[src/rtl/spdot_job_sched_if.sv]
// Command, core-control, response and statistics bundle of the spdot job scheduler.
// Pure wiring: no state, no latency.
// Backpressure: per-requester cmd_valid/cmd_ready and rsp_valid/rsp_ready handshakes.
interface spdot_job_sched_if #(
  parameter int N_REQ = 2,
  parameter int TAG_W = 8
);
  localparam int ID_W = (N_REQ > 1) ? $clog2(N_REQ) : 1;

  // command side, one lane per requester
  logic [N_REQ-1:0]       cmd_valid;
  logic [N_REQ-1:0]       cmd_ready;
  logic [N_REQ*16-1:0]    cmd_m_rows;
  logic [N_REQ*16-1:0]    cmd_head_dim;
  logic [N_REQ*16-1:0]    cmd_s_tokens;
  logic [N_REQ*TAG_W-1:0] cmd_tag;

  // compute core control
  logic                   core_start;
  logic [15:0]            core_m_rows;
  logic [15:0]            core_head_dim;
  logic [15:0]            core_s_tokens;
  logic                   core_busy;
  logic                   core_done;
  logic [63:0]            core_checksum;

  // response channel
  logic                   rsp_valid;
  logic                   rsp_ready;
  logic [ID_W-1:0]        rsp_id;
  logic [TAG_W-1:0]       rsp_tag;
  logic [63:0]            rsp_checksum;
  logic [1:0]             rsp_status;

  // statistics
  logic [31:0]            stat_jobs;
  logic [15:0]            stat_timeouts;

  // scheduler side
  modport master (
    input  cmd_valid, cmd_m_rows, cmd_head_dim, cmd_s_tokens, cmd_tag,
    output cmd_ready,
    output core_start, core_m_rows, core_head_dim, core_s_tokens,
    input  core_busy, core_done, core_checksum,
    output rsp_valid, rsp_id, rsp_tag, rsp_checksum, rsp_status,
    input  rsp_ready,
    output stat_jobs, stat_timeouts
  );

  // requesters, core and response consumer
  modport slave (
    output cmd_valid, cmd_m_rows, cmd_head_dim, cmd_s_tokens, cmd_tag,
    input  cmd_ready,
    input  core_start, core_m_rows, core_head_dim, core_s_tokens,
    output core_busy, core_done, core_checksum,
    input  rsp_valid, rsp_id, rsp_tag, rsp_checksum, rsp_status,
    output rsp_ready,
    input  stat_jobs, stat_timeouts
  );
endinterface

[src/rtl/spdot_job_sched.sv]
// Round-robin job scheduler sharing one spdot_bsr core between N_REQ requesters, with watchdog.
// Latency: accept->core_start 1 cycle; core_done->rsp_valid 1 cycle; zero-size accept->rsp_valid 1 cycle.
// Backpressure: one job in flight; cmd_ready only in IDLE; response held until rsp_ready.
module spdot_job_sched #(
  parameter int          N_REQ       = 2,
  parameter int          TAG_W       = 8,
  parameter int          WDOG_W      = 24,
  parameter int unsigned TIMEOUT_CYC = 32'd1 << 20
) (
  input  logic           clk,
  input  logic           rstn,
  spdot_job_sched_if.master bus
);
  localparam int ID_W = (N_REQ > 1) ? $clog2(N_REQ) : 1;
  localparam logic [WDOG_W-1:0] WDOG_LIMIT = WDOG_W'(TIMEOUT_CYC - 32'd1);
  localparam logic [1:0] ST_OK      = 2'd0;
  localparam logic [1:0] ST_ZERO    = 2'd1;
  localparam logic [1:0] ST_TIMEOUT = 2'd2;

  typedef enum logic [2:0] {S_IDLE, S_LAUNCH, S_WAIT, S_RESP, S_FLUSH} state_t;

  state_t            state_q;
  logic [ID_W-1:0]   rr_ptr_q, rr_ptr_d;
  logic [WDOG_W-1:0] wdog_q;
  logic              core_start_q;
  logic [15:0]       core_m_rows_q, core_head_dim_q, core_s_tokens_q;
  logic              rsp_valid_q;
  logic [ID_W-1:0]   rsp_id_q;
  logic [TAG_W-1:0]  rsp_tag_q;
  logic [63:0]       rsp_checksum_q;
  logic [1:0]        rsp_status_q;
  logic [31:0]       stat_jobs_q;
  logic [15:0]       stat_timeouts_q;

  logic              win_vld;
  logic [ID_W-1:0]   win_idx;
  int                scan_r;
  logic [N_REQ-1:0]  cmd_ready_c;
  logic [15:0]       sel_m_rows, sel_head_dim, sel_s_tokens;
  logic [TAG_W-1:0]  sel_tag;
  logic              sel_zero;

  // Round-robin pick: scan downwards so the requester closest to rr_ptr overwrites the others.
  always_comb begin
    win_vld = 1'b0;
    win_idx = '0;
    scan_r  = 0;
    for (int k = N_REQ - 1; k >= 0; k--) begin
      scan_r = int'(rr_ptr_q) + k;
      if (scan_r >= N_REQ) scan_r = scan_r - N_REQ;
      if (bus.cmd_valid[scan_r]) begin
        win_vld = 1'b1;
        win_idx = ID_W'(scan_r);
      end
    end
  end

  // Grant is combinational in IDLE only; held low while reset is asserted so every output reads 0.
  always_comb begin
    cmd_ready_c = '0;
    if (rstn && state_q == S_IDLE && win_vld) cmd_ready_c[win_idx] = 1'b1;
  end

  // Next pointer starts the following scan just after the winner.
  always_comb begin
    rr_ptr_d = rr_ptr_q;
    if (win_vld) rr_ptr_d = (int'(win_idx) == N_REQ - 1) ? '0 : win_idx + 1'b1;
  end

  assign sel_m_rows   = bus.cmd_m_rows[16*win_idx +: 16];
  assign sel_head_dim = bus.cmd_head_dim[16*win_idx +: 16];
  assign sel_s_tokens = bus.cmd_s_tokens[16*win_idx +: 16];
  assign sel_tag      = bus.cmd_tag[TAG_W*win_idx +: TAG_W];
  assign sel_zero     = (sel_m_rows == '0) || (sel_head_dim == '0) || (sel_s_tokens == '0);

  // Job FSM: accept, launch, watch the core, hand back the response, drain a timed-out core.
  always_ff @(posedge clk or negedge rstn) begin
    if (!rstn) begin
      state_q         <= S_IDLE;
      rr_ptr_q        <= '0;
      wdog_q          <= '0;
      core_start_q    <= 1'b0;
      core_m_rows_q   <= '0;
      core_head_dim_q <= '0;
      core_s_tokens_q <= '0;
      rsp_valid_q     <= 1'b0;
      rsp_id_q        <= '0;
      rsp_tag_q       <= '0;
      rsp_checksum_q  <= '0;
      rsp_status_q    <= '0;
      stat_jobs_q     <= '0;
      stat_timeouts_q <= '0;
    end else begin
      case (state_q)
        S_IDLE: begin
          if (win_vld) begin
            rr_ptr_q        <= rr_ptr_d;
            core_m_rows_q   <= sel_m_rows;
            core_head_dim_q <= sel_head_dim;
            core_s_tokens_q <= sel_s_tokens;
            rsp_id_q        <= win_idx;
            rsp_tag_q       <= sel_tag;
            if (sel_zero) begin
              rsp_valid_q    <= 1'b1;
              rsp_status_q   <= ST_ZERO;
              rsp_checksum_q <= '0;
              state_q        <= S_RESP;
            end else begin
              core_start_q <= 1'b1;
              state_q      <= S_LAUNCH;
            end
          end
        end
        S_LAUNCH: begin
          core_start_q <= 1'b0;
          wdog_q       <= '0;
          state_q      <= S_WAIT;
        end
        S_WAIT: begin
          wdog_q <= wdog_q + 1'b1;
          // done takes priority over a watchdog expiring in the same cycle
          if (bus.core_done) begin
            rsp_valid_q    <= 1'b1;
            rsp_status_q   <= ST_OK;
            rsp_checksum_q <= bus.core_checksum;
            state_q        <= S_RESP;
          end else if (TIMEOUT_CYC != 0 && wdog_q == WDOG_LIMIT) begin
            rsp_valid_q    <= 1'b1;
            rsp_status_q   <= ST_TIMEOUT;
            rsp_checksum_q <= '0;
            state_q        <= S_RESP;
          end
        end
        S_RESP: begin
          if (bus.rsp_ready) begin
            rsp_valid_q <= 1'b0;
            stat_jobs_q <= stat_jobs_q + 32'd1;
            if (rsp_status_q == ST_TIMEOUT && stat_timeouts_q != 16'hFFFF)
              stat_timeouts_q <= stat_timeouts_q + 16'd1;
            // a timed-out core may still be running; keep it from seeing a new start
            state_q <= (rsp_status_q == ST_TIMEOUT && bus.core_busy) ? S_FLUSH : S_IDLE;
          end
        end
        S_FLUSH: begin
          if (!bus.core_busy) state_q <= S_IDLE;
        end
        default: state_q <= S_IDLE;
      endcase
    end
  end

  assign bus.cmd_ready     = cmd_ready_c;
  assign bus.core_start    = core_start_q;
  assign bus.core_m_rows   = core_m_rows_q;
  assign bus.core_head_dim = core_head_dim_q;
  assign bus.core_s_tokens = core_s_tokens_q;
  assign bus.rsp_valid     = rsp_valid_q;
  assign bus.rsp_id        = rsp_id_q;
  assign bus.rsp_tag       = rsp_tag_q;
  assign bus.rsp_checksum  = rsp_checksum_q;
  assign bus.rsp_status    = rsp_status_q;
  assign bus.stat_jobs     = stat_jobs_q;
  assign bus.stat_timeouts = stat_timeouts_q;
endmodule

[src/flat_wrapper.sv]
// flat-port wrapper written by rule: the top's interface ports become plain ports
module spdot_job_sched_flat 
#(
  parameter int          N_REQ       = 2,
  parameter int          TAG_W       = 8,
  parameter int          WDOG_W      = 24,
  parameter int unsigned TIMEOUT_CYC = 32'd1 << 20
)
  (clk, rstn, bus_cmd_valid, bus_cmd_m_rows, bus_cmd_head_dim, bus_cmd_s_tokens, bus_cmd_tag, bus_cmd_ready, bus_core_start, bus_core_m_rows, bus_core_head_dim, bus_core_s_tokens, bus_core_busy, bus_core_done, bus_core_checksum, bus_rsp_valid, bus_rsp_id, bus_rsp_tag, bus_rsp_checksum, bus_rsp_status, bus_rsp_ready, bus_stat_jobs, bus_stat_timeouts);
  spdot_job_sched_if #(.N_REQ(N_REQ), .TAG_W(TAG_W)) bus_i ();
  input  logic clk;
  input  logic rstn;
  input wire logic [$bits(bus_i.cmd_valid)-1:0] bus_cmd_valid;
  input wire logic [$bits(bus_i.cmd_m_rows)-1:0] bus_cmd_m_rows;
  input wire logic [$bits(bus_i.cmd_head_dim)-1:0] bus_cmd_head_dim;
  input wire logic [$bits(bus_i.cmd_s_tokens)-1:0] bus_cmd_s_tokens;
  input wire logic [$bits(bus_i.cmd_tag)-1:0] bus_cmd_tag;
  output wire logic [$bits(bus_i.cmd_ready)-1:0] bus_cmd_ready;
  output wire logic [$bits(bus_i.core_start)-1:0] bus_core_start;
  output wire logic [$bits(bus_i.core_m_rows)-1:0] bus_core_m_rows;
  output wire logic [$bits(bus_i.core_head_dim)-1:0] bus_core_head_dim;
  output wire logic [$bits(bus_i.core_s_tokens)-1:0] bus_core_s_tokens;
  input wire logic [$bits(bus_i.core_busy)-1:0] bus_core_busy;
  input wire logic [$bits(bus_i.core_done)-1:0] bus_core_done;
  input wire logic [$bits(bus_i.core_checksum)-1:0] bus_core_checksum;
  output wire logic [$bits(bus_i.rsp_valid)-1:0] bus_rsp_valid;
  output wire logic [$bits(bus_i.rsp_id)-1:0] bus_rsp_id;
  output wire logic [$bits(bus_i.rsp_tag)-1:0] bus_rsp_tag;
  output wire logic [$bits(bus_i.rsp_checksum)-1:0] bus_rsp_checksum;
  output wire logic [$bits(bus_i.rsp_status)-1:0] bus_rsp_status;
  input wire logic [$bits(bus_i.rsp_ready)-1:0] bus_rsp_ready;
  output wire logic [$bits(bus_i.stat_jobs)-1:0] bus_stat_jobs;
  output wire logic [$bits(bus_i.stat_timeouts)-1:0] bus_stat_timeouts;
  assign bus_i.cmd_valid = bus_cmd_valid;
  assign bus_i.cmd_m_rows = bus_cmd_m_rows;
  assign bus_i.cmd_head_dim = bus_cmd_head_dim;
  assign bus_i.cmd_s_tokens = bus_cmd_s_tokens;
  assign bus_i.cmd_tag = bus_cmd_tag;
  assign bus_cmd_ready = bus_i.cmd_ready;
  assign bus_core_start = bus_i.core_start;
  assign bus_core_m_rows = bus_i.core_m_rows;
  assign bus_core_head_dim = bus_i.core_head_dim;
  assign bus_core_s_tokens = bus_i.core_s_tokens;
  assign bus_i.core_busy = bus_core_busy;
  assign bus_i.core_done = bus_core_done;
  assign bus_i.core_checksum = bus_core_checksum;
  assign bus_rsp_valid = bus_i.rsp_valid;
  assign bus_rsp_id = bus_i.rsp_id;
  assign bus_rsp_tag = bus_i.rsp_tag;
  assign bus_rsp_checksum = bus_i.rsp_checksum;
  assign bus_rsp_status = bus_i.rsp_status;
  assign bus_i.rsp_ready = bus_rsp_ready;
  assign bus_stat_jobs = bus_i.stat_jobs;
  assign bus_stat_timeouts = bus_i.stat_timeouts;
  spdot_job_sched #(.N_REQ(N_REQ), .TAG_W(TAG_W), .WDOG_W(WDOG_W), .TIMEOUT_CYC(TIMEOUT_CYC)) u_core (.clk(clk), .rstn(rstn), .bus(bus_i));
endmodule
[config.mk]
export PLATFORM = sky130hd
export DESIGN_NAME = spdot_job_sched_flat
export DESIGN_NICKNAME = d
export VERILOG_FILES = /design/src/rtl/spdot_job_sched_if.sv /design/src/rtl/spdot_job_sched.sv /design/src/flat_wrapper.sv
export SDC_FILE = /design/constraint.sdc
export NUM_CORES = 1
export LEC_CHECK = 0
export ABC_AREA = 1
export ABC_CLOCK_PERIOD_IN_PS = 1950
export BUFFER_PORTS_ARGS = -buffer_cell sky130_fd_sc_hd__clkbuf_2
export CAP_MARGIN = 5
export CORE_ASPECT_RATIO = 1.4
export CORE_MARGIN = 3
export CORE_UTILIZATION = 35
export DETAILED_ROUTE_END_ITERATION = 8
export SLEW_MARGIN = 20
export SYNTH_ARGS = -nofsm -noshare
export SYNTH_HDL_FRONTEND = slang
export SYNTH_SLANG_ARGS = --single-unit
export TNS_END_PERCENT = 30
[constraint.sdc]
create_clock -name clk -period 1.95 [get_ports clk]
set_input_delay 0.195 -clock clk [delete_from_list [all_inputs] [get_ports clk]]
set_output_delay 0.195 -clock clk [all_outputs]
set_load 0.005 [all_outputs]
==> results.md <==
* Outcome: finished with violations
* Violated checks: setup timing
* Post-route setup slack at -233 ps
* Share of synthesized cell area in and, or, nand and nor gates at 34.8%
* Startpoint kind of the worst setup timing path: flop
* Sequential share of the synthesized area at 52.8%
* Width of the die at 145 microns
* Hold Violations, Final at 0
* Leading cell types in the layout, fill and taps excluded: 573 x sky130_fd_sc_hd__nand2_1, 354 x sky130_fd_sc_hd__clkbuf_2, 201 x sky130_fd_sc_hd__dfrtp_1
* DPL Wire Length at 24200 microns
* Routed Wire Length at 33400 microns
* Static Leak at 8.17 nW
* Pwr dens at 1280 nW/um^2
* Remaining Overflow, GRT at 0
* Post-route insts no fill at 2154
* DRC violation count after routing at 0
* Path type of the worst setup path: reg2reg
* Standard cell area after detailed placement at 12600 sq um
* Die outline area at 29300 sq um
* Class of the tightest hold or removal check: in2reg
* Fraction of final layout cells sized beyond drive strength 1 at 32.8%
* Power after layout at 18.8 mW
* Vertical die dimension at 201 microns
* Most frequent standard cell in the layout excluding fill and tap cells: sky130_fd_sc_hd__nand2_1
* Wl on met1 at 13100 microns
* Mux cell area share after synthesis at 0.420%
* Highest achievable clock rate at 458 MHz
* Maximum number of buffers from clock root to sink at 3
* Number of ports placed on the die boundary at 358
* Ys flop type: sky130_fd_sc_hd__dfrtp_1
* Nets at 1963
* Drt first pass iters at 5
* Starting density of the core at 36.0%
* Detailed-route wire length per cell at 15.5 microns
* Register bit total from synthesis at 201
* CTS HTree Levels at 1
* Placer's final routability congestion estimate at 0.882
* Global-route total usage across every layer at 21.6%
* Post-Synth XOR/XNOR Area at 4.41%
* CTS tree: yes
* Maximum fanout along the worst path at 25
* Total nets after synthesis at 1405
* Final worst hold slack at 31.6 ps
* Global-route wire length before repair at 52100 microns
* Number of flops mapped to enable cells by yosys at 0
* Mean area per synthesized cell at 7.81 sq um
* CP Capture Type: flop
* Highest metal layer with signal wires: met5
* Max Clock Skew at 23.7 ps
* Post-Synthesis Cells at 1219
* Final cell utilization of the core at 55.6%
* Area of the mapped netlist at 9530 sq um
* Number of cell rows at 70
* Core region area at 26500 sq um
* Critical path data arrival time at 2590 ps
* Post-Layout Inst Area at 14700 sq um
* Compound-Gate Fraction of Synth Area at 2.32%
* Cells after DPL at 2011
* Worst rel slew slack at 47.6%
* Number of violations of the max-capacitance limit at 0
* Adder-cell share of the synthesized area at 0.394%
* Synth-to-layout area growth at 54.3%
* Iteration-0 DRC count of the detailed router at 493
* Final slew viol count at 0
* Setup-failing EPs final at 70
* Via count normalized by instance count at 4.68
* Number of antenna violations at the first check in global routing at 2
* Vias post-DR at 10100
* Maximum number of pins on one net before global-route repair at 132
* Setup Total Neg Slack at -12440 ps
* Number of clock sinks seen by CTS at 201
* Quantity of I/O buffers inserted on ports at 357
* Transition time of the tightest slew-check pin at 786 ps
* Final clock period utilization by the worst path at 112%
* Clock latency reported for the late side of the worst-skew pair at 510 ps
* Worst slack at placement at -262 ps
* Unrepaired setup endpoints after global routing: yes
* Largest family of logic cells by synthesized area: simple AND/OR/NAND/NOR gates
* Detail Route met3 WL at 1720 microns
* Cts bufs inserted at 22
* Reg clk slew, reported paths at 60 ps
* CTS Root Buffer Type: sky130_fd_sc_hd__clkbuf_16
* Async set or reset register ratio after synthesis at 100%
* Number of synthesis warnings at 0
* Post-synth cell types at 35
* Antenna violation net count after detailed routing at 0
* WL met2 at 17100 microns
* Vias in the first global route at 10200
* Final min period at 2180 ps
* Data required time at the worst endpoint at 2360 ps
* Largest vdd supply drop at 0.662 mV
## flip-flops by register name (all words and copies together), names as in the netlist
name	flops
u_core.bus.stat_jobs	32
u_core.bus.rsp_tag	8
u_core.rr_ptr_q	1
u_core.bus.rsp_checksum	64
u_core.bus.rsp_status	2
u_core.wdog_q	24
u_core.bus.core_head_dim	16
u_core.state_q	3
u_core.bus.core_m_rows	16
u_core.bus.core_s_tokens	16
u_core.bus.core_start	1
u_core.bus.rsp_valid	1
u_core.bus.stat_timeouts	16
u_core.bus.rsp_id	1
## final cells by class
cell class                 instances  area [sq um]
timing repair buffer             575          3850
inverter                          66           248
clock inverter                    13           256
tap                              360           450
multi-input combinational        911          4250
fill                            2526         11800
antenna                            1          2.50
sequential                       201          5030
clock buffer                      27           619
## synth_stat cells (2+ instances only)
cell type	count	area share, %
sky130_fd_sc_hd__o22ai_1	2	0.13
sky130_fd_sc_hd__buf_1	2	0.079
sky130_fd_sc_hd__mux2i_1	4	0.42
sky130_fd_sc_hd__o31ai_1	2	0.16
sky130_fd_sc_hd__o21ai_0	18	0.95
sky130_fd_sc_hd__nor3_1	19	1.0
sky130_fd_sc_hd__nor2_1	90	3.5
sky130_fd_sc_hd__nand4_1	20	1.3
sky130_fd_sc_hd__nand3b_1	2	0.16
sky130_fd_sc_hd__nand3_1	77	4.0
sky130_fd_sc_hd__buf_4	4	0.32
sky130_fd_sc_hd__buf_6	4	0.47
sky130_fd_sc_hd__xnor2_1	17	1.6
sky130_fd_sc_hd__clkbuf_1	22	0.87
sky130_fd_sc_hd__xor2_1	31	2.9
sky130_fd_sc_hd__inv_1	66	2.6
sky130_fd_sc_hd__a21oi_1	11	0.58
sky130_fd_sc_hd__nor2_2	2	0.13
sky130_fd_sc_hd__nand2_1	590	23
sky130_fd_sc_hd__nor3b_1	4	0.32
sky130_fd_sc_hd__ha_1	3	0.39
sky130_fd_sc_hd__nand3_2	3	0.32
sky130_fd_sc_hd__dfrtp_1	201	53
sky130_fd_sc_hd__buf_2	10	0.53
sky130_fd_sc_hd__nand2_2	2	0.13
sky130_fd_sc_hd__nor4_1	4	0.26
## cell families (layout without fill, tap and decap cells)
family                   after synthesis  in the layout
buffers and inverters                108            681
other                                  0              1
XOR/XNOR                              48             48
multiplexers                           4              4
flip-flops                           201            201
AO/OA/AOI/OAI                         39             39
AND/OR/NAND/NOR                      816            817
adder cells (fa/ha/maj)                3              3
## where the power goes
group	internal [mW]	leakage [nW]	switching (mW)	total, mW
sequential	5.49	2.61	0.836	6.33
combinational	3.33	5.14	4.19	7.52
clock	3.19	0.425	1.76	4.95
## path summary, 6_finish.rpt
| path | start | to | slack, ps | depth (start not counted) |
|---|---|---|---|---|
| worst min-delay path | bus_cmd_s_tokens[23] | u_core.bus.core_s_tokens[7]$_DFFE_PN0P_ | 30 | 5 |
| worst max register to register | u_core.rr_ptr_q$_DFFE_PN0P_ | u_core.bus.rsp_checksum[0]$_DFFE_PN0P_ | -230 | 16 |
| min in group asynchronous | rstn | u_core.bus.core_head_dim[3]$_DFFE_PN0P_ | 290 | 3 |
| worst min register to register | u_core.bus.stat_jobs[31]$_DFFE_PN0P_ | u_core.bus.stat_jobs[31]$_DFFE_PN0P_ | 460 | 1 |
| max in group asynchronous | rstn | u_core.bus.stat_jobs[29]$_DFFE_PN0P_ | 970 | 3 |
| worst max-delay path | u_core.rr_ptr_q$_DFFE_PN0P_ | u_core.bus.rsp_checksum[0]$_DFFE_PN0P_ | -230 | 16 |
## worst max-delay path, cell delays in order (launching register included)
cell                       delay [ps]
sky130_fd_sc_hd__dfrtp_1          380
sky130_fd_sc_hd__inv_2             60
sky130_fd_sc_hd__buf_4            100
sky130_fd_sc_hd__a21boi_2          60
sky130_fd_sc_hd__buf_12           160
sky130_fd_sc_hd__nand2_1           80
sky130_fd_sc_hd__nand2_2           50
sky130_fd_sc_hd__nor2_1           120
sky130_fd_sc_hd__nand2_1           70
sky130_fd_sc_hd__nor2_2           130
sky130_fd_sc_hd__nand2_2           90
sky130_fd_sc_hd__nand4_1          110
sky130_fd_sc_hd__buf_6            130
sky130_fd_sc_hd__nand3_4          170
sky130_fd_sc_hd__buf_6            220
sky130_fd_sc_hd__nand2_1           80
sky130_fd_sc_hd__nand2_1           50
## metal layers
metal / GRT usage (%) / vias to the layer above
met3: 3.42 / 87
met4: 9.03 / 2
met5: 0 / -
li1: - / 4935
met2: 39.0 / 322
met1: 25.3 / 4732
## what timing repair did
item                                    4_1_cts  5_1_grt
hold buffers                                 83        0
resized for setup                            29       36
setup buffers                                 7        4
pin swaps                                     6       12
gates cloned                                  1        7
endpoints found under the hold margin       275        0
endpoints found under the setup margin       71      100
No activity file was read; power rests on OpenSTA's default activity.
